File: src/rtl/gf_pkg.sv
// GF(2^8) arithmetic shared by the RS encoder and decoder chain.
package gf_pkg;
  localparam int unsigned SYMB_WIDTH = 8;
  localparam int unsigned N_LEN      = 255;
  localparam int unsigned ROOTS_NUM  = 16;
  localparam int unsigned K_LEN      = N_LEN - ROOTS_NUM;
  localparam int unsigned FIRST_ROOT = 1;
  localparam logic [SYMB_WIDTH:0] PRIM_POLY = 9'h11d;

  typedef logic [SYMB_WIDTH-1:0] symb_t;
  typedef logic [ROOTS_NUM-1:0][SYMB_WIDTH-1:0] gen_poly_t;
  typedef logic [SYMB_WIDTH-1:0][SYMB_WIDTH-1:0] mult_matrix_t;

  // Shift-and-add multiply reduced by the primitive polynomial.
  function automatic symb_t gf_mult(input symb_t a, input symb_t b);
    symb_t acc;
    symb_t sh;
    acc = '0;
    sh  = a;
    for (int i = 0; i < int'(SYMB_WIDTH); i++) begin
      if (b[i]) acc ^= sh;
      sh = sh[SYMB_WIDTH-1] ? (symb_t'(sh << 1) ^ PRIM_POLY[SYMB_WIDTH-1:0])
                            : symb_t'(sh << 1);
    end
    return acc;
  endfunction

  function automatic symb_t alpha_to_symb(input int unsigned e);
    symb_t r;
    r = symb_t'(1);
    for (int unsigned i = 0; i < e % N_LEN; i++) r = gf_mult(r, symb_t'(2));
    return r;
  endfunction

  // Builds prod (x + alpha^(FIRST_ROOT+i)); the monic top term is dropped.
  function automatic gen_poly_t gen_gen_poly();
    logic [ROOTS_NUM:0][SYMB_WIDTH-1:0] g;
    symb_t root;
    g    = '0;
    g[0] = symb_t'(1);
    for (int unsigned i = 0; i < ROOTS_NUM; i++) begin
      root = alpha_to_symb(FIRST_ROOT + i);
      for (int j = int'(ROOTS_NUM); j > 0; j--) g[j] = g[j-1] ^ gf_mult(g[j], root);
      g[0] = gf_mult(g[0], root);
    end
    return g[ROOTS_NUM-1:0];
  endfunction

  // Row k holds coef * alpha^k, so a product is the XOR of rows selected by input bits.
  function automatic mult_matrix_t const_matrix(input symb_t coef);
    mult_matrix_t m;
    for (int k = 0; k < int'(SYMB_WIDTH); k++) m[k] = gf_mult(coef, symb_t'(symb_t'(1) << k));
    return m;
  endfunction
endpackage

File: src/rtl/gf_const_mult.sv
// Combinational GF multiply by an elaboration-time constant as an XOR matrix.
module gf_const_mult
  import gf_pkg::*;
#(
  parameter symb_t COEF = symb_t'(0)
) (
  input  logic [SYMB_WIDTH-1:0] a,
  output logic [SYMB_WIDTH-1:0] prod_c
);
  localparam mult_matrix_t MATRIX = const_matrix(COEF);

  always_comb begin
    prod_c = '0;
    for (int k = 0; k < int'(SYMB_WIDTH); k++) begin
      if (a[k]) prod_c ^= MATRIX[k];
    end
  end
endmodule

File: src/rtl/rs_encoder.sv
// Systematic RS encoder: forwards message symbols, then appends LFSR parity.
module rs_encoder
  import gf_pkg::*;
(
  input  logic                  clk,
  input  logic                  rst,
  input  logic                  s_valid,
  output logic                  s_ready,
  input  logic [SYMB_WIDTH-1:0] s_data,
  input  logic                  s_last,
  output logic                  m_valid,
  input  logic                  m_ready,
  output logic [SYMB_WIDTH-1:0] m_data,
  output logic                  m_last,
  output logic                  len_err
);
  localparam gen_poly_t   GEN       = gen_gen_poly();
  localparam int unsigned MSG_CNT_W = $clog2(K_LEN);
  localparam int unsigned PAR_CNT_W = $clog2(ROOTS_NUM);

  typedef enum logic {MSG, PARITY} state_t;

  state_t                  state;
  state_t                  state_next;
  logic [MSG_CNT_W-1:0]    msg_cnt;
  logic [PAR_CNT_W-1:0]    par_cnt;
  gen_poly_t               par;
  gen_poly_t               fb_prod;
  symb_t                   fb;
  logic                    advance;
  logic                    accept;
  logic                    len_hit;
  logic                    msg_end;
  logic                    par_done;

  // Output register may take a new value when empty or being drained.
  assign advance  = !m_valid || m_ready;
  assign s_ready  = (state == MSG) && advance;
  assign accept   = s_valid && s_ready;
  assign fb       = s_data ^ par[ROOTS_NUM-1];
  assign len_hit  = (msg_cnt == MSG_CNT_W'(K_LEN - 1));
  assign msg_end  = s_last || len_hit;
  assign par_done = (par_cnt == PAR_CNT_W'(ROOTS_NUM - 1));

  for (genvar j = 0; j < int'(ROOTS_NUM); j++) begin : g_mult
    gf_const_mult #(.COEF(GEN[j])) u_mult (
      .a      (fb),
      .prod_c (fb_prod[j])
    );
  end

  always_ff @(posedge clk or posedge rst) begin
    if (rst) state <= MSG;
    else     state <= state_next;
  end

  always_comb begin
    state_next = state;
    case (state)
      MSG:     if (accept && msg_end) state_next = PARITY;
      PARITY:  if (advance && par_done) state_next = MSG;
      default: state_next = MSG;
    endcase
  end

  // Datapath: parity LFSR, counters and the single output register stage.
  always_ff @(posedge clk or posedge rst) begin
    if (rst) begin
      par     <= '0;
      msg_cnt <= '0;
      par_cnt <= '0;
      m_valid <= 1'b0;
      m_data  <= '0;
      m_last  <= 1'b0;
      len_err <= 1'b0;
    end else begin
      len_err <= 1'b0;
      if (state == MSG) begin
        if (accept) begin
          par[0] <= fb_prod[0];
          for (int j = 1; j < int'(ROOTS_NUM); j++) par[j] <= par[j-1] ^ fb_prod[j];
          m_valid <= 1'b1;
          m_data  <= s_data;
          m_last  <= 1'b0;
          if (msg_end) begin
            msg_cnt <= '0;
            par_cnt <= '0;
            len_err <= !s_last;
          end else begin
            msg_cnt <= msg_cnt + 1'b1;
          end
        end else if (advance) begin
          m_valid <= 1'b0;
          m_last  <= 1'b0;
        end
      end else if (advance) begin
        // Highest-degree parity leaves first; zero fill leaves par clear for the next codeword.
        m_valid <= 1'b1;
        m_data  <= par[ROOTS_NUM-1];
        m_last  <= par_done;
        par     <= {par[ROOTS_NUM-2:0], symb_t'(0)};
        par_cnt <= par_done ? '0 : par_cnt + 1'b1;
      end
    end
  end
endmodule

File: config.mk
export PLATFORM = sky130hd
export DESIGN_NAME = rs_encoder
export DESIGN_NICKNAME = d
export VERILOG_FILES = /design/src/rtl/gf_pkg.sv /design/src/rtl/gf_const_mult.sv /design/src/rtl/rs_encoder.sv
export SDC_FILE = /design/constraint.sdc
export NUM_CORES = 1
export LEC_CHECK = 0
export ABC_AREA = 0
export CORE_ASPECT_RATIO = 0.5
export CORE_UTILIZATION = 62
export CTS_CLUSTER_DIAMETER = 200
export DETAILED_ROUTE_END_ITERATION = 7
export PLACE_DENSITY = 0.85
export REMOVE_ABC_BUFFERS = 1
export SLEW_MARGIN = 20
export SYNTH_ARGS = -nofsm -noshare
export SYNTH_HDL_FRONTEND = slang
export SYNTH_SLANG_ARGS = --single-unit
File: constraint.sdc
create_clock -name clk -period 7 [get_ports clk]
set_clock_uncertainty 0.05 [all_clocks]
set_input_delay 1.4 -clock clk [delete_from_list [all_inputs] [get_ports clk]]
set_output_delay 1.4 -clock clk [all_outputs]
set_load 0.03 [all_outputs]
==> metrics.md, run 1 <==
| Metric | Value |
|---|---|
| Final nets | 941 |
| Buffers on Ports | 24 |
| ANT nets after route | 0 |
| Initial Util | 0.6559 |
| Mean Syn Cell Area | 9.795 µm² |
| Core area | 13960 µm² |
| Grt ovf | 0 |
| Asr flop ratio synth | 1.000 |
| Worst Path Required | 5.55 ns |
| Final setup vio count | 0 |
| Rel. slew slack | 0.3228 |
| Die area | 15290 µm² |
| Routed len/inst | 19.39 µm |
| Largest net degree at the start of global routing | 187 |
| RSZ-0062 raised after global routing | false |
| Crit path launch type | input pin |
| CTS resizes | 0 |
| Initial antenna violation count | 0 |
| Initial drt markers | 966 |
| Synthesis-to-layout area growth | 10.96% |
| IO Count | 25 |
| Worst Setup End Kind | output port |
| CP arrival | 2.94 ns |
| Die Y | 87.95 µm |
| Worst-margin pin slew | 1.016 ns |
| Min cycle time layout | 4.390 ns |
| Final worst-path cycle share | 0.6271 |
| Vias | 7154 |
| CP peak stage delay | 0.63 ns |
| Setup ws final | 2.610 ns |
| Final hold violations | 0 |
| # diodes | 0 |
| Crit Path Class | input pin to output port |
| CTS root buf | clkbuf_16 |
| Post-synth EDFFs | 0 |
| Htree depth | 4 |
| Crit-path cells | clkdlybuf4s50_1 > nor2b_1 > nor2_1 > clkdlybuf4s50_1 |
| Crit path buf inv count | 2 |
| Top cell by count, worst path | clkdlybuf4s50_1 |
| Die Wd | 173.9 µm |
| Finished Core Util | 0.7278 |
| CP max-delay cell | clkdlybuf4s50_1 |
| Fmax | 0.2278 GHz |
| Ys flop type | dfrtp_1 |
| Register bit total from synthesis | 152 |
| Clock Path Buffers | 2 |
| Inserted Clock Buffers | 17 |
| # Max-Cap Violations | 0 |
| Via/cell ratio | 6.331 |
| DRC | 0 |
| First-pass DRT Iterations | 6 |
| Final slew viol count | 0 |
| Synthesized area | 9159 µm² |
| Share of the synthesized area in the top cell type | 0.4153 |
| Fill count | 947 |
| Post-place setup slack | 2.596 ns |
| CP max FO | 6 |
| Status | completed |
| First-pass GRT wire length | 36050 µm |
| Layout cell share with drive strength beyond 1 | 0.07569 |
| Skew-Pair Late Insertion Delay | 0.44 ns |
| Post-CTS setup buffers | 0 |
| Post-Route WL | 21910 µm |
| Leading area contributor after synthesis | dfrtp_1 |
| HP Class | register to register |
| Row cnt | 30 |
| Hpwl dp | 13390 µm |
| Finished Layout Cells | 1130 |
| Post-synth cell types | 39 |
| Largest cells by area after synthesis | dfrtp_1 42%, xnor3_1 9.3%, xnor2_1 8.7%, o21ai_0 7.5%, a31oi_1 6.2% |
| # clock sinks | 152 |
| Worst-path clk slew | 0.07 ns |
| CTS tree | yes |
| Final Wtd Congestion | 0.8467 |
| Synth warnings | 0 |
| CP delay by family, top | buffers and inverters |
| Vias in the first global route | 6844 |
| Setup TNS | 0 ns |
| Placed insts | 1098 |
| GRT Total Usage | 0.3112 |
| Cells after synthesis | 935 |
| Register area share after synthesis | 0.4153 |
| Hold_buf cts | 0 |
-- logic make-up (layout without fill, tap and decap cells) --
group                    after synthesis  after routing  share of synthesized area
XOR/XNOR                             162            162                     0.2387
multiplexers                           8              8                   0.008744
adder cells (fa/ha/maj)                3              3                   0.004099
AO/OA/AOI/OAI                        240            240                     0.1460
flip-flops                           152            152                     0.4153
AND/OR/NAND/NOR                      300            300                     0.1556
buffers and inverters                 70             73                    0.03156
-- cell type report --
class                      instances  area, µm²  area share
clock buffer                      18      439.2     0.04322
inverter                           5      23.77    0.002339
clock inverter                    14      190.2     0.01871
tap                              192      240.2     0.02364
sequential                       152       3807      0.3747
multi-input combinational        713       5115      0.5033
timing repair buffer              36      346.6     0.03411
-- per-layer routing --
| metal | share of wire | vias to the layer above | track usage | routed length, µm |
|---|---|---|---|---|
| met2 | 0.45 | 351 | 0.4938 | 9913 |
| met1 | 0.43 | 3478 | 0.4237 | 9375 |
| met3 | 0.097 | 54 | 0.07595 | 2135 |
| met5 | 0 | - | 0 | 0 |
| met4 | 0.022 | 0 | 0.1172 | 488 |
| li1 | - | 3271 | - | - |
-- layout by cell type, fill, tap and decap left out, types with 3 or more instances in the layout --
| cell | n |
|---|---|
| xnor2_4 | 6 |
| inv_6 | 3 |
| nor2_1 | 127 |
| xor2_2 | 4 |
| or3_1 | 91 |
| nand4_1 | 5 |
| mux2i_1 | 8 |
| clkinv_4 | 6 |
| or4_1 | 3 |
| bufinv_16 | 3 |
| dfrtp_1 | 151 |
| inv_1 | 4 |
| xnor3_1 | 38 |
| buf_4 | 10 |
| a31oi_1 | 91 |
| o21ai_0 | 136 |
| nand2_1 | 59 |
| xnor2_2 | 9 |
| clkdlybuf4s50_1 | 24 |
| xor2_1 | 12 |
| xnor2_1 | 89 |
| a21oi_1 | 3 |
| ha_1 | 3 |
| clkbuf_16 | 17 |
| nand3_1 | 5 |
-- state kept, by name, indices dropped and copies added (netlist names) --
| name | flops |
|---|---|
| len_err | 1 |
| m_data | 8 |
| m_last | 1 |
| m_valid | 1 |
| msg_cnt | 8 |
| par | 128 |
| par_cnt | 4 |
| state | 1 |
-- cells in the mapped netlist (3+ instances only) --
library cell and count:
dfrtp_1 152, o21ai_0 137, nor2_1 127, a31oi_1 91, or3_1 91, xnor2_1 91, nand2_1 59, clkbuf_1 53
xnor3_1 38, xor2_1 12, mux2i_1 8, xnor2_2 8, buf_2 6, inv_1 5, nand3_1 5, nand4_1 5
xnor2_4 5, a21oi_1 4, xor2_2 4, buf_4 3, ha_1 3, or4_1 3
-- through the flow --
step,hold slack [ns],cell area (µm²)
final,0.4297,10160
after global routing,0.4676,10160
after CTS,0.4373,10150
after detailed placement,0.4214,9518
after global placement,0.4130,9518
after floorplan,0.4084,8889
-- tightest hold or removal path, delay by kind of cell, from the launching register on --
kind | cells | cell delay (ns)
flip-flops | 1 | 0.34
AO/OA/AOI/OAI | 1 | 0.06
AND/OR/NAND/NOR | 1 | 0.04
-- path summary, 6_finish.rpt --
path	start	slack, ns	cells after the start	end
worst max-delay path	m_ready	2.61	4	s_ready
worst min-delay path	m_data[3]	0.43	2	m_data[3]
worst max register to register	par[127]	4.19	5	par[85]
worst min register to register	m_data[3]	0.43	2	m_data[3]
max in group asynchronous	rst	4.13	3	par[82]
min in group asynchronous	rst	1.46	2	m_data[2]
Power of run 1 is not shown: default switching activity piles up to over one toggle a cycle in this logic, so the estimate is an artifact.
==> inputs of run 2 (changes only) <==
Clock period 7 ns to 4.5 ns, I/O delays scaled along.
==> metrics.md, run 2 (synthesized netlist as in run 1, its figures left out) <==
| Metric | Value |
|---|---|
| Rel. slew slack | 0.2988 |
| # diodes | 0 |
| Largest register by flop count | par |
| Initial antenna violation count | 0 |
| Multi-input logic area | 5104 µm² |
| Post-CTS setup buffers | 0 |
| First-pass GRT wire length | 36250 µm |
| IO Count | 25 |
| # Max-Cap Violations | 0 |
| Initial drt markers | 887 |
| Final slew viol count | 0 |
| Crit path buf inv count | 2 |
| CP max FO | 6 |
| Vias | 7231 |
| Skew-Pair Late Insertion Delay | 0.43 ns |
| GRT Total Usage | 0.3126 |
| Fmax | 0.2934 GHz |
| Min cycle time layout | 3.409 ns |
| Inserted Clock Buffers | 17 |
| Routed len/inst | 19.85 µm |
| Vias in the first global route | 6944 |
| Buffers on Ports | 24 |
| Fill count | 938 |
| Status | completed |
| Initial Util | 0.6559 |
| Biggest regs | par: 128 flops, m_data: 8 flops, msg_cnt: 8 flops |
| CTS tree | yes |
| CP max-delay cell | clkdlybuf4s50_1 |
| Final worst-path cycle share | 0.7575 |
| Synthesis-to-layout area growth | 11.07% |
| Layout cell share with drive strength beyond 1 | 0.08254 |
| First-pass DRT Iterations | 6 |
| RSZ-0062 raised after global routing | false |
| Final setup vio count | 0 |
| Top cell by count, worst path | clkdlybuf4s50_1 |
| Fin area | 10170 µm² |
| Hold_sp | m_data[0] |
| Hold_buf cts | 0 |
| CTS resizes | 0 |
| CP peak stage delay | 0.64 ns |
| CP arrival | 2.46 ns |
| Final Wtd Congestion | 0.8821 |
| CTS root buf | clkbuf_16 |
| Worst-path clk slew | 0.07 ns |
| Crit-path cells | clkdlybuf4s50_1 > nor2b_1 > nor2_1 > clkdlybuf4s50_1 |
| Most frequent cells in the layout | 151 x dfrtp_1, 136 x o21ai_0, 127 x nor2_1 |
| Finished Core Util | 0.7285 |
| Crit path launch type | input pin |
| Via/cell ratio | 6.360 |
| Worst Setup End Kind | output port |
| Register area | 3807 µm² |
| Die Y | 87.95 µm |
| DRC | 0 |
| CP delay by family, top | buffers and inverters |
| Crit Path Class | input pin to output port |
| # clock sinks | 152 |
| Final hold violations | 0 |
| Worst Path Required | 3.55 ns |
| DP Area | 9595 µm² |
| Core area | 13960 µm² |
| Die Wd | 173.9 µm |
| ANT nets after route | 0 |
| Htree depth | 4 |
| Hpwl dp | 14110 µm |
| Final nets | 948 |
| Post-Route WL | 22570 µm |
| Commonest non-fill, non-tap cell in the layout | dfrtp_1 |
| Row cnt | 30 |
| HP Class | register to register |
| Die area | 15290 µm² |
| Worst-margin pin slew | 1.052 ns |
| Largest net degree at the start of global routing | 117 |
| Worst Setup SP | m_ready |
| Max reg flops | 128 |
| Clock Path Buffers | 2 |
| Grt ovf | 0 |
| RR Startpoint | state |
run 2: area by class of cell:
| type | instances | share of cell area |
|---|---|---|
| Multi-Input combinational cell | 713 | 0.5017 |
| Sequential cell | 152 | 0.3743 |
| Clock buffer | 18 | 0.04317 |
| Timing Repair Buffer | 43 | 0.04133 |
| Tap cell | 192 | 0.02362 |
| Clock inverter | 14 | 0.01353 |
| Inverter | 5 | 0.002337 |
run 2: worst paths after layout:
kind                        endpoint  slack [ns]  cells after the start
setup / recovery             s_ready        1.09                      4
hold / removal             m_data[0]        0.43                      2
setup reg to reg             par[69]        1.45                      5
hold reg to reg            m_data[0]        0.43                      2
max in group asynchronous    par[80]        2.62                      3
min in group asynchronous     m_last        0.89                      2
run 2: per-stage QoR:
| step | hold slack (ns) | setup slack, ns | setup TNS, ns | std cells |
|---|---|---|---|---|
| detailed placement | 0.4199 | 0.7993 | 0 | 1105 |
| CTS | 0.4351 | 1.089 | 0 | 1137 |
| finish | 0.4294 | 1.091 | 0 | 1137 |
| global placement | 0.4123 | 0.8282 | 0 | 1105 |
| global route | 0.4738 | 0.9790 | 0 | 1137 |
| floorplan | 0.4084 | -6.358 | -796.44 | 870 |
run 2: worst min-delay path, cell delays in order, from the launching register on:
cell	delay [ns]
dfrtp_1	0.34
nand2_1	0.04
o21ai_0	0.06
run 2: per-layer routing:
metal  global-route usage  vias to the layer above  part of all wire
met3              0.06944                       52             0.085
li1                     -                     3281                 -
met5                    0                        -                 0
met4               0.1132                        0             0.022
met2               0.5102                      355              0.47
met1               0.4198                     3543              0.43
Power of run 2 is left out for the same reason.
